### config.mk
export PLATFORM = sky130hd
export DESIGN_NAME = mc_ctrl
export DESIGN_NICKNAME = d
export VERILOG_FILES = /design/src/rtl/mc_ctrl.sv
export SDC_FILE = /design/constraint.sdc
export NUM_CORES = 1
export LEC_CHECK = 0
export ABC_AREA = 1
export CORE_MARGIN = 1
export CORE_UTILIZATION = 46
export DETAILED_ROUTE_END_ITERATION = 8
export PLACE_DENSITY = 0.78
export SLEW_MARGIN = 20
export SYNTH_ARGS = -nofsm -noshare
export SYNTH_HDL_FRONTEND = slang
export SYNTH_SLANG_ARGS = --single-unit
### constraint.sdc
create_clock -name clk -period 1.8 [get_ports clk]
set_clock_uncertainty 0.15 [all_clocks]
set_input_delay 0.36 -clock clk [delete_from_list [all_inputs] [get_ports clk]]
set_output_delay 0.36 -clock clk [all_outputs]
set_load 0.005 [all_outputs]
### src/rtl/mc_ctrl.sv
// rtl/mc_ctrl.sv - multi-cycle fetch/decode/execute control FSM with retired-instruction counter
module mc_ctrl #(
    parameter int CNT_W = 32,
    parameter int OP_W  = 6
) (
    input  logic             clk,
    input  logic             rst,
    input  logic [OP_W-1:0]  op,
    input  logic [OP_W-1:0]  funct,
    input  logic             zero,
    input  logic             imem_ready,
    input  logic             dmem_ready,
    output logic             imem_req,
    output logic             dmem_req,
    output logic             memwr,
    output logic             irwr,
    output logic             pcwr,
    output logic [1:0]       npcctrl,
    output logic             regwr,
    output logic [1:0]       regdst,
    output logic [1:0]       memtoreg,
    output logic             alusrc,
    output logic [1:0]       aluctrl,
    output logic [1:0]       extop,
    output logic             illegal,
    output logic [CNT_W-1:0] instret,
    output logic [3:0]       state
);

    typedef enum logic [3:0] {
        S_FETCH    = 4'd0,
        S_DECODE   = 4'd1,
        S_EXEC_R   = 4'd2,
        S_EXEC_I   = 4'd3,
        S_WB_ALU   = 4'd4,
        S_MEM_ADDR = 4'd5,
        S_MEM_ACC  = 4'd6,
        S_WB_MEM   = 4'd7,
        S_BRANCH   = 4'd8,
        S_JUMP     = 4'd9
    } state_t;

    state_t cur, nxt;

    logic is_rtype, is_addu, is_subu, is_ori, is_lui, is_lw, is_sw, is_beq, is_j, is_jal;

    assign is_rtype = (op == 6'b000000);
    assign is_addu  = is_rtype && (funct == 6'b100001);
    assign is_subu  = is_rtype && (funct == 6'b100011);
    assign is_ori   = (op == 6'b001101);
    assign is_lui   = (op == 6'b001111);
    assign is_lw    = (op == 6'b100011);
    assign is_sw    = (op == 6'b101011);
    assign is_beq   = (op == 6'b000100);
    assign is_j     = (op == 6'b000010);
    assign is_jal   = (op == 6'b000011);

    logic imem_req_c, dmem_req_c, memwr_c, irwr_c, pcwr_c, regwr_c, illegal_c;

    always_ff @(posedge clk) begin
        if (rst) begin
            cur     <= S_FETCH;
            instret <= '0;
        end else begin
            cur <= nxt;
            if (pcwr_c)
                instret <= instret + 1'b1;
        end
    end

    always_comb begin
        nxt        = cur;
        imem_req_c = 1'b0;
        dmem_req_c = 1'b0;
        memwr_c    = 1'b0;
        irwr_c     = 1'b0;
        pcwr_c     = 1'b0;
        regwr_c    = 1'b0;
        illegal_c  = 1'b0;
        npcctrl    = 2'b00;
        regdst     = 2'b00;
        memtoreg   = 2'b00;
        alusrc     = 1'b0;
        aluctrl    = 2'b00;
        extop      = 2'b00;
        case (cur)
            S_FETCH: begin
                imem_req_c = 1'b1;
                if (imem_ready) begin
                    irwr_c = 1'b1;
                    nxt    = S_DECODE;
                end
            end
            S_DECODE: begin
                if (is_addu || is_subu)     nxt = S_EXEC_R;
                else if (is_ori || is_lui)  nxt = S_EXEC_I;
                else if (is_lw || is_sw)    nxt = S_MEM_ADDR;
                else if (is_beq)            nxt = S_BRANCH;
                else if (is_j || is_jal)    nxt = S_JUMP;
                else begin
                    // Unknown encodings retire as a NOP so the PC still advances.
                    illegal_c = 1'b1;
                    pcwr_c    = 1'b1;
                    nxt       = S_FETCH;
                end
            end
            S_EXEC_R: begin
                aluctrl = is_subu ? 2'b01 : 2'b00;
                nxt     = S_WB_ALU;
            end
            S_EXEC_I: begin
                alusrc  = 1'b1;
                aluctrl = is_lui ? 2'b11 : 2'b10;
                extop   = is_lui ? 2'b10 : 2'b00;
                nxt     = S_WB_ALU;
            end
            S_WB_ALU: begin
                // ALU controls held so the result stays valid through writeback.
                if (is_rtype) begin
                    aluctrl = is_subu ? 2'b01 : 2'b00;
                    regdst  = 2'b01;
                end else begin
                    alusrc  = 1'b1;
                    aluctrl = is_lui ? 2'b11 : 2'b10;
                    extop   = is_lui ? 2'b10 : 2'b00;
                end
                regwr_c = 1'b1;
                pcwr_c  = 1'b1;
                nxt     = S_FETCH;
            end
            S_MEM_ADDR: begin
                alusrc = 1'b1;
                extop  = 2'b01;
                nxt    = S_MEM_ACC;
            end
            S_MEM_ACC: begin
                alusrc     = 1'b1;
                extop      = 2'b01;
                dmem_req_c = 1'b1;
                memwr_c    = is_sw;
                if (dmem_ready) begin
                    if (is_sw) begin
                        pcwr_c = 1'b1;
                        nxt    = S_FETCH;
                    end else begin
                        nxt = S_WB_MEM;
                    end
                end
            end
            S_WB_MEM: begin
                regwr_c  = 1'b1;
                memtoreg = 2'b01;
                pcwr_c   = 1'b1;
                nxt      = S_FETCH;
            end
            S_BRANCH: begin
                aluctrl = 2'b01;
                extop   = 2'b01;
                pcwr_c  = 1'b1;
                npcctrl = 2'b01;
                nxt     = S_FETCH;
            end
            S_JUMP: begin
                pcwr_c  = 1'b1;
                npcctrl = 2'b10;
                if (is_jal) begin
                    regwr_c  = 1'b1;
                    regdst   = 2'b10;
                    memtoreg = 2'b10;
                end
                nxt = S_FETCH;
            end
            default: nxt = S_FETCH;
        endcase
        if (rst) begin
            imem_req_c = 1'b0;
            dmem_req_c = 1'b0;
            memwr_c    = 1'b0;
            irwr_c     = 1'b0;
            pcwr_c     = 1'b0;
            regwr_c    = 1'b0;
            illegal_c  = 1'b0;
        end
    end

    assign imem_req = imem_req_c;
    assign dmem_req = dmem_req_c;
    assign memwr    = memwr_c;
    assign irwr     = irwr_c;
    assign pcwr     = pcwr_c;
    assign regwr    = regwr_c;
    assign illegal  = illegal_c;
    assign state    = cur;

endmodule

; Word-level counts from Yosys, hierarchy flattened
; Cells that the tools add are included.
[totals]
ff_bits = 36
input_bits = 17
output_inout_bits = 54
[classes]
n_addsub = 1
eq_ne = 20
muxes = 46
n_reduce_logical = 14
[ops]
columns = cell, count
row1 = 32-bit by 1-bit adder with 32-bit output (second input constant), 1
row2 = 4-bit 2-to-1 mux, 7
row3 = 1-bit 2-to-1 mux, 25
row4 = 6-bit equality test (second input constant), 4
row5 = 4-bit case mux with 5 select lines, 1
row6 = 4-bit by 3-bit equality test with 1-bit output (second input constant), 4
row7 = 6-bit by 2-bit equality test with 1-bit output (second input constant), 2
row8 = 6-bit by 4-bit equality test with 1-bit output (second input constant), 2
row9 = 2-bit case mux with 2 select lines, 3
row10 = 4-bit by 2-bit equality test with 1-bit output (second input constant), 2
row11 = 4-bit equality test (second input constant), 2
row12 = 2-bit 2-to-1 mux, 4
row13 = 2-bit case mux with 4 select lines, 1
row14 = 6-bit by 3-bit equality test with 1-bit output (second input constant), 1
row15 = 6-bit logical NOT, 1
row16 = 2-bit case mux with 3 select lines, 1
row17 = 3-bit OR reduction, 2
row18 = 4-bit by 1-bit equality test with 1-bit output (second input constant), 1
row19 = 4-bit logical NOT, 1
row20 = 1-bit logical OR, 4
row21 = 2-bit != test (second input constant), 2
row22 = 1-bit case mux with 2 select lines, 2
row23 = 2-bit OR reduction, 2
row24 = 4-bit OR reduction, 1
row25 = 4 further kinds, 5

; Logic depth before layout (Yosys ltp)
; Gate-level depths: netlist of the first run.
[depth]
word_depth = 9
ltp_mapped = 12
ltp_nobuf = 12

; Worst setup path after synthesis of the first run
; No wires, ideal clock.
[synth_timing]
path_type = flip-flop to flip-flop
startpoint = register instret[0]
endpoint = register instret[14]
setup_time_ps = 71
arrival_ps = 1553
t_required_ps = 1579
path_slack_ps = 26
path_stages_with_launch = 9
path_cell_list = dfxtp_1 > ha_1 > nand2_2 > nor2_2 > nand2_1 > nor2_2 > xor2_1 > nand3_1 > a21oi_2
[synth_between]
elab_chain_cells = 1
[synth_rtl]
columns = item, line
row1 = from (decl), 26  ; output logic [CNT_W-1:0] instret,
row2 = from (signal assigned), 67  ; instret <= instret + 1'b1;
row3 = 32-bit by 1-bit adder with 32-bit output, 67
; No other way between the ends.
; A chain may end at the register's enable or synchronous reset.

; Worst setup path after layout of the first run
[layout_timing]
startpoint = register cur[0], in the netlist state[0]
endpoint = output pcwr
[layout_between]
elab_chain_cells = 4
word_cells_on_any_way = 9
cone_classes = eq/ne (6) / mux (2) / reduce/logical (1)
[layout_rtl]
columns = item, line
row1 = from (decl), 43  ; state_t cur, nxt;
row2 = from (signal assigned), 65  ; cur <= nxt;
row3 = 4-bit equality test or 4-bit by 3-bit equality test with 1-bit output (tied branches), 86  ; case (cur)
row4 = 4-bit OR reduction (no source line), --
row5 = 1-bit case mux with 3 select lines *, 86
row6 = 1-bit 2-to-1 mux *, 175  ; if (rst) begin
row7 = to (decl), 17  ; output logic pcwr,
; Mark *: on every way between the ends. The rest lies on a longest branch, timed or not.

==> out/results.ini, run 1 <==
[synth]
netlist_instances = 475
synth_seq_cells = 36
ys_warn_count = 0
ys.flop_type = dfxtp_1
syn-cell-area_um2 = 2920
async_flop_share_pct = 0
synth_edf_count = 0
syn-num-nets = 493
syn_area_per_cell_um2 = 6.16
ys_seq_area_share_pct = 24.6
synth.distinct_cells = 31

[layout]
nets = 614
final_common_cell = nand2_1
layout-drive-gt1-share_pct = 40.9
fillers = 504
fin_area_um2 = 4380
n_antenna_cell = 0
area.growth.synth_to_final_pct = 49.7
final_cell_mix = nand2_1 (121), nor2_1 (59), nand3_1 (51), buf_4 (51), inv_1 (44)

[clock_tree]
cts.sinks = 36
cts_max_level = 2
clk_pin_slew_ps = 70
clock_path_buffers = 2
cts_tree = yes
clk_latency_ps = 300
holdBufCountCts = 0
cts-root-buf = clkbuf_8
cts_buffers = 5

[critical_path]
critPathRequiredTime_ps = 1290
critical_path_arrival_ps = 1630
start_kind = flop
worstSetupPathType = flop to primary output
crit-reg2reg-launch = state[0]
cp-startpoint = state[0]
worstPathMaxFanout = 3
worstSetupEndpointType = primary output

[timing]
layout_setup_ws_ps = -342
fmax_mhz = 467
min_period_ps = 2140
finalHoldViolCount = 0
slew_headroom_pct = 76.0
rsz0062_at_grt = true
maxSlewViolCount = 0
setup_tns_ps = -8550
period_share_pct = 119
finalSetupViolCount = 47
tightest_slew_ps = 361

[global_route]
grt_max_degree = 34
grt_pass1_vias = 3270
grt_first_pass_wirelength_mm = 14.8
grt_antenna_before_repair = 0
grtUsageTotal_pct = 29.1
overflow = 0

[power_and_ir_drop]
pwr-share-comb_pct = 17.8
internal-power_mw = 1.34
leakage_nw = 1.96
clkPwrFrac_pct = 39.0
netSwitchingPower_mw = 0.519
swShare_pct = 27.9
peakVddDrop_mv = 0.406
p_seq_share_pct = 43.2
power_density_nw_per_um2 = 425

[worst_hold_path]
min_path_type = flop to flop
hp-start = instret[25]

[place]
port_buffers = 69
place_area_um2 = 3900
dp_hpwl_mm = 6.64
post-place-ws_ps = -843
gp_congestion = 0.971

[floorplan]
die_h_um = 81.7
core_region_area_um2 = 6030
die_w_um = 81.7
initial_core_util_pct = 48.5
ios = 71
num_rows = 28
die_area_um2 = 6680

[detailed_routing]
routed_wirelength_mm = 9.97
drt-initial-drc-count = 182
wl_per_cell_um = 14.8
antenna_left = 0
vias = 3508
first_pass_iters = 4
via_per_inst = 5.22
drc_errors = 0

[status]
violations = setup timing
status = complete, but fails checks

[flow_run]
cap_violations = 0

per-layer routing:
| metal | part of all wire (%) | global-route usage (%) | up-vias |
|---|---|---|---|
| li1 | - | - | 1724 |
| met1 | 40 | 33.5 | 1641 |
| met2 | 51 | 51.2 | 116 |
| met3 | 5.9 | 4.89 | 27 |
| met4 | 3.1 | 14.7 | 0 |
| met5 | 0 | 0 | - |
cells by family after synthesis:
family                     count (synthesis)  synth area share [%]
adders and majority gates                  1                 0.428
and+or+nand+nor                          314                  49.6
DFF                                       36                  24.6
xor gates and xnor gates                  12                  3.59
AOI/OAI and AO/OA                         41                  10.5
buffers and inverters                     71                  11.3
worst max-delay path: stages (launching register included):
cell and delay [ps]:
dfxtp_4 360, buf_6 120, nor2_4 130, nand2_4 80, buf_6 120, nand2_4 60, nor2_4 40, nand2_2 80
inv_2 70, nand2_8 70, nand2_8 50, inv_2 50, buf_2 100
stage by stage:
| step | std cells | utilization (%) | power (mW) | hold slack (ps) |
|---|---|---|---|---|
| floorplan | 475 | - | 0.988 | 334 |
| finish | 672 | 72.7 | 1.86 | 354 |
| detailed placement | 646 | 64.7 | 1.10 | 343 |
| global route | 672 | 72.7 | 1.92 | 363 |
| global placement | 646 | 64.7 | 1.09 | 331 |
| CTS | 665 | 69.8 | 1.83 | 354 |
final timing paths:
kind	slack [ps]	endpoint	cells after the start
worst max-delay path	-340	pcwr	12
worst min register to register	350	instret[25]	2
worst min-delay path	350	instret[25]	2
worst max register to register	-210	instret[15]	12
synthesized netlist by cell type, types with 4 or more instances:
master      n  area, um^2
a21oi_1     7        35.0
nor2_1     68         255
xor2_1      9        78.8
nor2_2     17         106
a21oi_2    27         236
o21ai_0     4        20.0
nand3_1    54         270
clkbuf_1    6        22.5
dfxtp_1    36         721
inv_1      53         199
nand2_2    32         200
nand2_1   128         480
flip-flops by register name, summed over array words and instances, names as in the netlist:
register  cells
instret      32
state         4
what timing repair did:
| item | in CTS | in global routing |
|---|---|---|
| cloned | 0 | 0 |
| pin swaps | 25 | 14 |
| setup buffers | 11 | 7 |
| setup endpoints to repair | 75 | 65 |
| gates resized for setup | 144 | 64 |
power groups by stage:
| stage | sequential [mW] | clock [mW] | combinational [mW] |
|---|---|---|---|
| 6_report | 0.802 | 0.726 | 0.331 |
| 5_1_grt | 0.804 | 0.765 | 0.352 |
| 4_1_cts | 0.805 | 0.732 | 0.288 |
| 3_5_place_dp | 0.825 | 0 | 0.272 |
| 3_3_place_gp | 0.825 | 0 | 0.266 |
| 2_1_floorplan | 0.831 | 0 | 0.158 |
cell type report:
cell class | instances | area [um^2] | share of cell area (%)
clock buffer | 5 | 68.8 | 1.57
clock inverter | 3 | 42.5 | 0.972
inverter | 56 | 213 | 4.86
multi-input combinational | 368 | 2070 | 47.2
sequential | 36 | 774 | 17.7
tap | 75 | 93.8 | 2.14
timing repair buffer | 129 | 1120 | 25.6
Power figures use the tool's default switching activity.
==> inputs of run 2 (changes only) <==
--- a/config.mk
+++ b/config.mk
@@ -6,10 +6,12 @@
 export NUM_CORES = 1
 export LEC_CHECK = 0
 export ABC_AREA = 1
+export CELL_PAD_IN_SITES_DETAIL_PLACEMENT = 0
+export CELL_PAD_IN_SITES_GLOBAL_PLACEMENT = 1
 export CORE_MARGIN = 1
-export CORE_UTILIZATION = 46
+export CORE_UTILIZATION = 31
 export DETAILED_ROUTE_END_ITERATION = 8
-export PLACE_DENSITY = 0.78
+export PLACE_DENSITY_LB_ADDON = 0.1
 export SLEW_MARGIN = 20
 export SYNTH_ARGS = -nofsm -noshare
 export SYNTH_HDL_FRONTEND = slang
==> out/results.ini, run 2 (synthesis results as in run 1) <==
[floorplan]
die_w_um = 99.1  ; was 81.7 um
core_region_area_um2 = 9200  ; was 6030 um^2
ios = 71  ; unchanged
num_rows = 35  ; was 28
die_h_um = 99.1  ; was 81.7 um
initial_core_util_pct = 31.8  ; was 48.5%
die_area_um2 = 9820  ; was 6680 um^2

[clock_tree]
cts_buffers = 5  ; unchanged
cts_tree = yes  ; unchanged
cts_max_level = 2  ; unchanged
clk_pin_slew_ps = 80  ; was 70 ps
cts.sinks = 36  ; unchanged
clock_path_buffers = 2  ; unchanged
clk_latency_ps = 290  ; was 300 ps
cts-root-buf = clkbuf_8  ; unchanged

[timing]
rsz0062_at_grt = true  ; unchanged
tightest_slew_ps = 490  ; was 361 ps
finalSetupViolCount = 46  ; was 47
setup_tns_ps = -5940  ; was -8550 ps
slew_headroom_pct = 67.4  ; was 76.0%
period_share_pct = 113  ; was 119%
maxSlewViolCount = 0  ; unchanged
layout_setup_ws_ps = -231  ; was -342 ps
finalHoldViolCount = 0  ; unchanged
fmax_mhz = 492  ; was 467 MHz
min_period_ps = 2030  ; was 2140 ps

[layout]
area.growth.synth_to_final_pct = 56.4  ; was 49.7%
nets = 628  ; was 614
regMostFlops = instret  ; unchanged
n_antenna_cell = 0  ; unchanged
layout-drive-gt1-share_pct = 42.8  ; was 40.9%
largest_reg_flops = 32  ; unchanged
final_cell_mix = nand2_1 (119), buf_4 (61), nor2_1 (59)  ; was nand2_1 (121), nor2_1 (59), nand3_1 (51), buf_4 (51), inv_1 (44)
final_common_cell = nand2_1  ; unchanged

[power_and_ir_drop]
peakVddDrop_mv = 0.196  ; was 0.406 mV
netSwitchingPower_mw = 0.505  ; was 0.519 mW
swShare_pct = 29.8  ; was 27.9%
clkPwrFrac_pct = 33.7  ; was 39.0%
pwr-share-comb_pct = 18.9  ; was 17.8%
internal-power_mw = 1.19  ; was 1.34 mW
p_seq_share_pct = 47.4  ; was 43.2%
power_density_nw_per_um2 = 371  ; was 425 nW/um^2
leakage_nw = 2.09  ; was 1.96 nW

[critical_path]
start_kind = flop  ; unchanged
critPathRequiredTime_ps = 1290  ; about the same
worstPathMaxFanout = 5  ; was 3
worstSetupEndpointType = primary output  ; unchanged
worstSetupPathType = flop to primary output  ; unchanged
r2r_slack_ps = -150  ; was -210 ps
critical_path_arrival_ps = 1520  ; was 1630 ps
r2r_cells = 11  ; was 12
cp-startpoint = state[3]  ; was state[0]
rr_endpoint = instret[9]  ; was instret[15]
endpoint = pcwr  ; unchanged
crit-reg2reg-launch = state[3]  ; was state[0]

[detailed_routing]
first_pass_iters = 4  ; unchanged
wl_per_cell_um = 13.3  ; was 14.8 um
routed_wirelength_mm = 9.56  ; was 9.97 mm
vias = 3344  ; was 3508
via_per_inst = 4.64  ; was 5.22
drc_errors = 0  ; unchanged
drt-initial-drc-count = 100  ; was 182
antenna_left = 0  ; unchanged

[place]
port_buffers = 69  ; unchanged
post-place-ws_ps = -901  ; was -843 ps
gp_congestion = 0.905  ; was 0.971
dp_hpwl_mm = 7.06  ; was 6.64 mm

[global_route]
overflow = 0  ; unchanged
grt_max_degree = 34  ; unchanged
grt_antenna_before_repair = 0  ; unchanged
grt_first_pass_wirelength_mm = 16.2  ; was 14.8 mm
grt_pass1_vias = 3317  ; was 3270
grtUsageTotal_pct = 20.8  ; was 29.1%

[worst_hold_path]
min_path_type = flop to flop  ; unchanged
hold_depth = 2  ; unchanged

[status]
violations = setup timing  ; unchanged
status = complete, but fails checks  ; unchanged

[flow_run]
cap_violations = 0  ; unchanged

==> run 2: cell count changes in the layout (fill, tap and decap cells not counted), sizes merged <==
cell / previous run / this run
bufinv: 1 / 0
clkbuf: 8 / 7
dlygate4sd2: 9 / 7
dlymetal6s2s: 10 / 14
clkinvlp: 1 / 0
clkdlybuf4s15: 4 / 2
clkdlybuf4s50: 25 / 24
buf: 78 / 95
==> run 2: what timing repair did <==
action                     in CTS  in global routing
buffers inserted               15                 10
hold buffers                    0                  0
setup endpoints to repair      77                 69
gates resized for setup       160                 68
pin swaps                      21                 18
==> run 2: worst max-delay path, stage by stage, from the launching register on <==
cell	delay (ps)
dfxtp_4	390
inv_1	100
nand4_1	140
nand2_2	90
nor2_4	110
nand2_2	50
inv_2	90
nand2_8	60
nand2_8	50
inv_2	40
buf_2	110
==> run 2: per-stage QoR <==
step	cells	total power [mW]	area, um^2	util, %	hold WS, ps
floorplan	475	0.988	2920	-	334
global placement	694	1.11	4050	44.0	332
detailed placement	694	1.11	4050	44.0	340
CTS	714	1.70	4350	47.3	351
global route	721	1.79	4570	49.7	362
finish	721	1.70	4570	49.7	342
==> run 2: routing by layer <==
layer  share of wire (%)  track usage [%]
met1                  46             26.5
met2                  47             36.4
met3                 4.7             3.02
met4                 1.7             6.22
met5                   0                0
==> run 2: layout make-up <==
type                    count  area, um^2
clock inverters             1        5.00
well taps                 111         139
flip-flops and latches     36         769
multi-input cells         368        2090
inverters                  56         213
repair buffers            143        1280
fillers                   973        4620
clock buffers               6        72.6
==> run 2: worst min path at each step <==
stage	startpoint	endpoint	slack, ps
finish	instret[29]	instret[29]	340
detailed placement	instret[31]	instret[31]	340
floorplan	instret[31]	instret[31]	330
global placement	instret[31]	instret[31]	330
global route	instret[29]	instret[29]	360
CTS	instret[28]	instret[28]	350
==> run 2: power groups by stage <==
stage | sequential [mW] | clock (mW) | combinational, mW
after floorplan | 0.831 | 0 | 0.158
after global placement | 0.825 | 0 | 0.281
after detailed placement | 0.825 | 0 | 0.281
after CTS | 0.802 | 0.596 | 0.299
after global routing | 0.804 | 0.638 | 0.349
final | 0.803 | 0.572 | 0.320
